$ cat src/rtl/rr_burst_xfer_pkg.sv
// Shared types and default sizing for the round-robin burst transfer block.
// The arbiter top imports the same constants so both sides agree on N/W/MAXB.
package rr_burst_xfer_pkg;

  localparam int RRB_N    = 8;
  localparam int RRB_W    = 8;
  localparam int RRB_MAXB = 16;

  typedef enum logic [1:0] {
    ST_IDLE = 2'd0,
    ST_ARM  = 2'd1,
    ST_XFER = 2'd2,
    ST_GAP  = 2'd3
  } rrb_state_e;

endpackage

$ cat src/rtl/rr_burst_xfer_if.sv
// Bundle of the arbiter, requester and sink signals seen by rr_burst_xfer.
// master = the transfer engine, slave = the surrounding arbiter/requesters/sink.
interface rr_burst_xfer_if
  import rr_burst_xfer_pkg::*;
#(
  parameter int N  = RRB_N,
  parameter int LN = $clog2(N),
  parameter int W  = RRB_W
);

  logic [LN-1:0]  arb_grant;
  logic           arb_valid;
  logic           arb_en;
  logic [N-1:0]   req_pend;
  logic [N*W-1:0] req_data;
  logic [N-1:0]   req_last;
  logic [N-1:0]   req_pop;
  logic [W-1:0]   out_data;
  logic           out_valid;
  logic           out_ready;
  logic [LN-1:0]  out_src;
  logic           out_last;

  modport master (
    input  arb_grant, arb_valid, req_pend, req_data, req_last, out_ready,
    output arb_en, req_pop, out_data, out_valid, out_src, out_last
  );

  modport slave (
    output arb_grant, arb_valid, req_pend, req_data, req_last, out_ready,
    input  arb_en, req_pop, out_data, out_valid, out_src, out_last
  );

endinterface

$ cat src/rtl/rr_burst_xfer.sv
// Burst transfer engine sitting beside a registered round-robin arbiter.
// IDLE lets the arbiter advance, ARM checks the grant is still wanted, XFER
// streams beats from the owner until its last flag or the MAXB limit, and GAP
// holds the arbiter for one cycle so its pointer moves before the next grant.
module rr_burst_xfer
  import rr_burst_xfer_pkg::*;
#(
  parameter int N    = RRB_N,
  parameter int LN   = $clog2(N),
  parameter int W    = RRB_W,
  parameter int MAXB = RRB_MAXB
) (
  input  logic            clk,
  input  logic            rst_n,
  rr_burst_xfer_if.master bus,
  output logic            busy
);

  localparam int CW = $clog2(MAXB);

  rrb_state_e    state_r;
  rrb_state_e    next_state_s;
  logic [LN-1:0] owner_r;
  logic [CW-1:0] cnt_r;

  logic grant_pend_s;
  logic owner_last_s;
  logic limit_s;
  logic last_s;
  logic hs_s;
  logic take_s;

  // A grant is only honoured if that requester still asks for service.
  assign grant_pend_s = bus.req_pend[bus.arb_grant];
  assign owner_last_s = bus.req_last[owner_r];
  // Truncate at MAXB beats; the requester keeps its remaining beats for later.
  assign limit_s      = (cnt_r == CW'(MAXB - 1));
  assign last_s       = (state_r == ST_XFER) && (owner_last_s || limit_s);
  assign hs_s         = (state_r == ST_XFER) && bus.out_ready;
  assign take_s       = (state_r == ST_ARM) && grant_pend_s;

  // The data mux follows the owner register even outside a burst.
  assign bus.out_data = bus.req_data[int'(owner_r) * W +: W];
  assign bus.out_src  = owner_r;

  // Next-state selection and per-state output decode, quiet defaults first.
  always_comb begin
    next_state_s  = state_r;
    busy          = 1'b1;
    bus.arb_en    = 1'b0;
    bus.out_valid = 1'b0;
    bus.out_last  = 1'b0;
    bus.req_pop   = '0;
    case (state_r)
      ST_IDLE: begin
        busy       = 1'b0;
        bus.arb_en = 1'b1;
        if (bus.arb_valid) begin
          next_state_s = ST_ARM;
        end else begin
          next_state_s = ST_IDLE;
        end
      end
      ST_ARM: begin
        if (grant_pend_s) begin
          next_state_s = ST_XFER;
        end else begin
          next_state_s = ST_IDLE;
        end
      end
      ST_XFER: begin
        bus.out_valid = 1'b1;
        bus.out_last  = last_s;
        if (hs_s) begin
          bus.req_pop = {{(N-1){1'b0}}, 1'b1} << owner_r;
          if (last_s) begin
            next_state_s = ST_GAP;
          end else begin
            next_state_s = ST_XFER;
          end
        end else begin
          next_state_s = ST_XFER;
        end
      end
      ST_GAP: begin
        next_state_s = ST_IDLE;
      end
      default: begin
        next_state_s = ST_IDLE;
        busy         = 1'b0;
        bus.arb_en   = 1'b1;
      end
    endcase
  end

  // State register; reset drops any burst in flight.
  always_ff @(posedge clk or negedge rst_n) begin
    if (!rst_n) begin
      state_r <= ST_IDLE;
    end else begin
      state_r <= next_state_s;
    end
  end

  // Owner latch on an accepted grant, beat counter advancing per handshake.
  always_ff @(posedge clk or negedge rst_n) begin
    if (!rst_n) begin
      owner_r <= '0;
      cnt_r   <= '0;
    end else if (take_s) begin
      owner_r <= bus.arb_grant;
      cnt_r   <= '0;
    end else if (hs_s) begin
      owner_r <= owner_r;
      cnt_r   <= cnt_r + CW'(1);
    end else begin
      owner_r <= owner_r;
      cnt_r   <= cnt_r;
    end
  end

endmodule

$ cat src/flat_wrapper.sv
// flat-port wrapper written by rule: the top's interface ports become plain ports
module rr_burst_xfer_flat import rr_burst_xfer_pkg::*;
#(
  parameter int N    = RRB_N,
  parameter int LN   = $clog2(N),
  parameter int W    = RRB_W,
  parameter int MAXB = RRB_MAXB
)
  (clk, rst_n, busy, bus_arb_grant, bus_arb_valid, bus_req_pend, bus_req_data, bus_req_last, bus_out_ready, bus_arb_en, bus_req_pop, bus_out_data, bus_out_valid, bus_out_src, bus_out_last);
  rr_burst_xfer_if #(.N(N), .LN(LN), .W(W)) bus_i ();
  input  logic clk;
  input  logic rst_n;
  output logic busy;
  input wire logic [$bits(bus_i.arb_grant)-1:0] bus_arb_grant;
  input wire logic [$bits(bus_i.arb_valid)-1:0] bus_arb_valid;
  input wire logic [$bits(bus_i.req_pend)-1:0] bus_req_pend;
  input wire logic [$bits(bus_i.req_data)-1:0] bus_req_data;
  input wire logic [$bits(bus_i.req_last)-1:0] bus_req_last;
  input wire logic [$bits(bus_i.out_ready)-1:0] bus_out_ready;
  output wire logic [$bits(bus_i.arb_en)-1:0] bus_arb_en;
  output wire logic [$bits(bus_i.req_pop)-1:0] bus_req_pop;
  output wire logic [$bits(bus_i.out_data)-1:0] bus_out_data;
  output wire logic [$bits(bus_i.out_valid)-1:0] bus_out_valid;
  output wire logic [$bits(bus_i.out_src)-1:0] bus_out_src;
  output wire logic [$bits(bus_i.out_last)-1:0] bus_out_last;
  assign bus_i.arb_grant = bus_arb_grant;
  assign bus_i.arb_valid = bus_arb_valid;
  assign bus_i.req_pend = bus_req_pend;
  assign bus_i.req_data = bus_req_data;
  assign bus_i.req_last = bus_req_last;
  assign bus_i.out_ready = bus_out_ready;
  assign bus_arb_en = bus_i.arb_en;
  assign bus_req_pop = bus_i.req_pop;
  assign bus_out_data = bus_i.out_data;
  assign bus_out_valid = bus_i.out_valid;
  assign bus_out_src = bus_i.out_src;
  assign bus_out_last = bus_i.out_last;
  rr_burst_xfer #(.N(N), .LN(LN), .W(W), .MAXB(MAXB)) u_core (.clk(clk), .rst_n(rst_n), .bus(bus_i), .busy(busy));
endmodule
$ cat config.mk
export PLATFORM = sky130hd
export DESIGN_NAME = rr_burst_xfer_flat
export DESIGN_NICKNAME = d
export VERILOG_FILES = /design/src/rtl/rr_burst_xfer_pkg.sv /design/src/rtl/rr_burst_xfer_if.sv /design/src/rtl/rr_burst_xfer.sv /design/src/flat_wrapper.sv
export SDC_FILE = /design/constraint.sdc
export NUM_CORES = 1
export LEC_CHECK = 0
export BUFFER_PORTS_ARGS = -buffer_cell sky130_fd_sc_hd__buf_2
export CORE_UTILIZATION = 36
export DETAILED_ROUTE_END_ITERATION = 10
export GPL_TIMING_DRIVEN = 1
export PLACE_DENSITY = 0.83
export SYNTH_ARGS = -nofsm -noshare
export SYNTH_HDL_FRONTEND = slang
export SYNTH_SLANG_ARGS = --single-unit
$ cat constraint.sdc
create_clock -name clk -period 2.1 [get_ports clk]
set_clock_uncertainty 0.05 [all_clocks]
set_input_delay 0.42 -clock clk [delete_from_list [all_inputs] [get_ports clk]]
set_output_delay 0.42 -clock clk [all_outputs]
set_load 0.02 [all_outputs]
# Word level (Yosys, flattened, before mapping)
# Cells that the tools add are included.
[totals]
ff_bits = 9
input_bits = 87
output_inout_bits = 23
word_cells = 35
[classes]
add_sub_neg = 1
order_cmp = 2
eq_ne = 4
shifts = 2
n_mux = 17
n_reduce_logical = 6
[ops]
columns = ["operator", "count"]
rows = [
  ["64-bit by 7-bit indexed part select with 8-bit output", 1],
  ["8-bit two-way mux", 2],
  ["1-bit two-way mux", 9],
  ["3-bit by 4-bit < comparator with 1-bit output (second input constant)", 2],
  ["4-bit two-way mux", 2],
  ["2-bit case mux with 4 select lines", 1],
  ["1-bit by 3-bit << shifter with 8-bit output (first input constant)", 1],
  ["1-bit binary-select mux with 3-bit select", 2],
  ["4-bit by 1-bit adder with 4-bit output (second input constant)", 1],
  ["2-bit == test (second input constant)", 2],
  ["4-bit == test (second input constant)", 1],
  ["1-bit logical AND", 3],
  ["2-bit by 1-bit == test with 1-bit output (second input constant)", 1],
  ["2-bit logical NOT", 1],
  ["2-bit two-way mux", 1],
  ["2-bit nonzero test", 1],
  ["1-bit logical OR", 1],
]

# Longest topological paths before layout
[logic_depth]
word_depth = 7
ltp_mapped = 5
ltp_nobuf = 4

# Worst setup path after synthesis
# Ideal clock, no wire load.
[synth_path]
path_kind = "register to output"
startpoint = "reg u_core.owner_r[0], in the netlist u_core.bus.out_src[0]"
endpoint = "out bus_out_data[0]"
t_arrival_ps = 1779
required_ps = 1630
setup_slack_ps = -149
path_stages_with_launch = 5
path_buffers = 2
cell_sequence = "dfrtp_1 buf_2 buf_2 mux4_2 mux2_2"
[synth_between]
elab_chain_len = 1
[synth_rtl]
columns = ["item", "line", "source"]
rows = [
  ["from (decl)", "rr_burst_xfer.sv:23", "logic [LN-1:0] owner_r;"],
  ["from (signal assigned)", "rr_burst_xfer.sv:111", "owner_r <= bus.arb_grant;"],
  ["from (signal assigned)", "rr_burst_xfer.sv:114", "owner_r <= owner_r;"],
  ["from (signal assigned)", "rr_burst_xfer.sv:117", "owner_r <= owner_r;"],
  ["64-bit by 7-bit indexed part select with 8-bit output", "rr_burst_xfer.sv:43", "assign bus.out_data = bus.req_data[int'(owner_r) * W +: W];"],
  ["to (decl)", "flat_wrapper.sv:22", "output wire logic [$bits(bus_i.out_data)-1:0] bus_out_data;"],
]
# No other way between the ends.

# Worst setup path after layout
[layout_path]
startpoint = "reg u_core.owner_r[0], in the netlist u_core.bus.out_src[0]"
endpoint = "out bus_out_data[3]"
# The elaborated chain is that of the path after synthesis.

==> run summary <==
status -> finished, violations left
failing checks -> DRC, setup timing
Yosys cell types -> 27
H-tree depth -> 1
Layout Nets -> 299
Setup WS post-layout -> -0.186 ns
total global-route track usage -> 20.8%
Clk Latency, worst-skew pair -> 0.26 ns
Setup TNS -> -1.51 ns
Layout area overhead -> 70.9%
Post-Route WL -> 3.59 mm
share of cells above drive strength 1 -> 74.3%
CTS Buf Count -> 3
Max Cap Violations -> 0
most frequent cells after synthesis -> mux4_2 (18), dfrtp_1 (9), mux2_2 (8), nand2_1 (8), nor2_1 (8)
f_max -> 437 MHz
crit path time final -> 2.29 ns
largest net degree at the start of global routing -> 16
vias in the first global route -> 1,176
die area -> 0.00324 mm²
DIE WIDTH -> 56.9 µm
drt drc -> 20
TritonRoute pass-1 iters -> 7
Routed WL per cell -> 14.9 µm
Power Dens Cells -> 1280 mW/mm²
Hold Crit Class -> input port to flop
clock sink total -> 9
RSZ-0062 raised after global routing -> true
CORE AREA -> 0.00281 mm²
max-slew violations -> 0
worst reg2reg path depth -> 5
antenna violations before repair -> 0
Setup-failing EPs final -> 9
critical path data arrival time -> 1.82 ns
Post-synth EDFFs -> 0
Final Cycle Share -> 109%
Synth top area share -> 37.3%
Final Instance Area -> 0.00186 mm²
final-report hold violation count -> 0
Critical Path RT -> 1.63 ns
YS warnings -> 0
post-synthesis async set-or-reset flop share -> 100%
Leak -> 0.958 nW
fill count -> 220
synth top area cells -> mux4_2 (37%), dfrtp_1 (21%), mux2_2 (8.3%)
Core Util, Final -> 66.1%
#FFs+latches synth -> 9
Hold Path Cell Cnt -> 2
vias per inst -> 5.26
Synthesized Nets -> 181
GRT Residual Overflow -> 0
clk slew on worst S/H paths -> 0.06 ns
Vert. Die Dim -> 56.9 µm
worst-case clock buffer depth -> 2
CTS tree -> built
Post-DRT Antenna Nets -> 0
placed wire-length estimate -> 2.94 mm
Starting Density -> 38.7%
Avg Inst Size Synth -> 11.7 µm²
Setup crit end kind -> output port
first-pass GRT wire length -> 5.20 mm
Worst Path Max Fanout -> 4
count leader, synth -> mux4_2
maximum vdd drop -> 676 µV
most used flip-flop cell after synthesis -> dfrtp_1
area of placed instances -> 0.00169 mm²
DRT iter0 DRCs -> 90
Core Rows -> 19
Antenna Cells -> 0
Ports -> 110
IO Port Bufs -> 109
cell area after synthesis -> 0.00109 mm²
Seq/Total Area, Yosys -> 20.7%
Slew HR -> 78.3%
area leader, netlist -> mux4_2
actual slew at the worst max-slew pin -> 0.326 ns
startpoint types -> flop
Placer Congestion -> 0.817
CTS Root Cell -> clkbuf_4
crit path kind -> flop to output port
via count -> 1,267
cell count after synthesis -> 93
==> timing repair <==
action,4_1_cts,5_1_grt
setup endpoints to repair,9,9
pin swaps,0,1
hold endpoints to repair,9,0
gates cloned,1,1
hold buffers,1,0
setup buffers,2,1
resized for setup,4,14
==> power breakdown <==
group / internal [mW] / leakage (nW) / switching (mW)
combinational: 1.07 / 0.828 / 0.817
sequential: 0.248 / 0.114 / 0.0998
clock: 0.0732 / 0.0150 / 0.0604
==> logic make-up (layout without fill, tap and decap cells) <==
logic type	Yosys count	count (layout)	share of synthesized area, %
DFF	9	9	20.7
buffers and inverters	10	127	3.92
xor gates and xnor gates	3	3	2.42
muxes	34	34	53.9
AOI/OAI and AO/OA	5	5	4.15
adders and majority gates	1	1	1.15
and+or+nand+nor	31	31	13.7
==> through the flow <==
step           hold WS (ns)  setup WS, ns  instances  total power, mW
2_1_floorplan        0.0744       0.00931         93             1.51
3_3_place_gp          0.226        0.0999        231             1.90
3_5_place_dp          0.236        0.0607        231             1.93
4_1_cts               0.347        -0.185        239             2.18
5_1_grt               0.360        -0.234        241             2.51
6_report              0.349        -0.186        241             2.37
==> layer usage <==
metal  vias up  track usage [%]  part of all wire [%]  wire length [µm]
met4         0             6.27                   2.5                88
met2        57             41.3                    55              1970
met5         -                0                     0                 0
met3        10             3.46                   9.1               325
li1        602                -                     -                 -
met1       598             21.8                    34              1210
==> area by class of cell <==
cell class | instances | area [µm²] | area share (%)
Multi-Input combinational cell | 74 | 833 | 44.9
Tap cell | 31 | 38.8 | 2.09
Clock buffer | 4 | 26.3 | 1.42
Timing Repair Buffer | 121 | 723 | 39.0
Inverter | 2 | 7.51 | 0.405
Sequential cell | 9 | 226 | 12.2
==> worst max-delay path: stages (launching register included) <==
cell and delay [ns]:
dfrtp_1 0.37, buf_6 0.13, clkbuf_16 0.14, mux4_2 0.48
mux2_2 0.27, buf_2 0.16
==> cell usage in the layout (no fill, tap or decap), types with 2 or more instances in the layout <==
cell type and count:
mux2_4 4, nand2_1 7, nor2_1 8, xor2_1 2, buf_4 7, buf_2 104, inv_1 2, mux4_2 18
nand2b_1 3, nand3_1 2, mux2_2 6, mux2i_1 6, buf_6 6, clkbuf_4 3, nor3_1 4, dfrtp_1 8
==> worst paths after layout <==
check / from / to / slack (ns)
min in group asynchronous: rst_n / u_core.cnt_r[1] / 0.50
worst min-delay path: bus_arb_valid / u_core.state_r[0] / 0.35
max in group asynchronous: rst_n / u_core.bus.out_src[1] / 1.30
worst max-delay path: u_core.bus.out_src[0] / bus_out_data[3] / -0.19
worst max register to register: u_core.bus.out_src[0] / u_core.state_r[0] / 0.62
worst min register to register: u_core.cnt_r[3] / u_core.cnt_r[3] / 0.50
(Power assumes the default switching activity.)
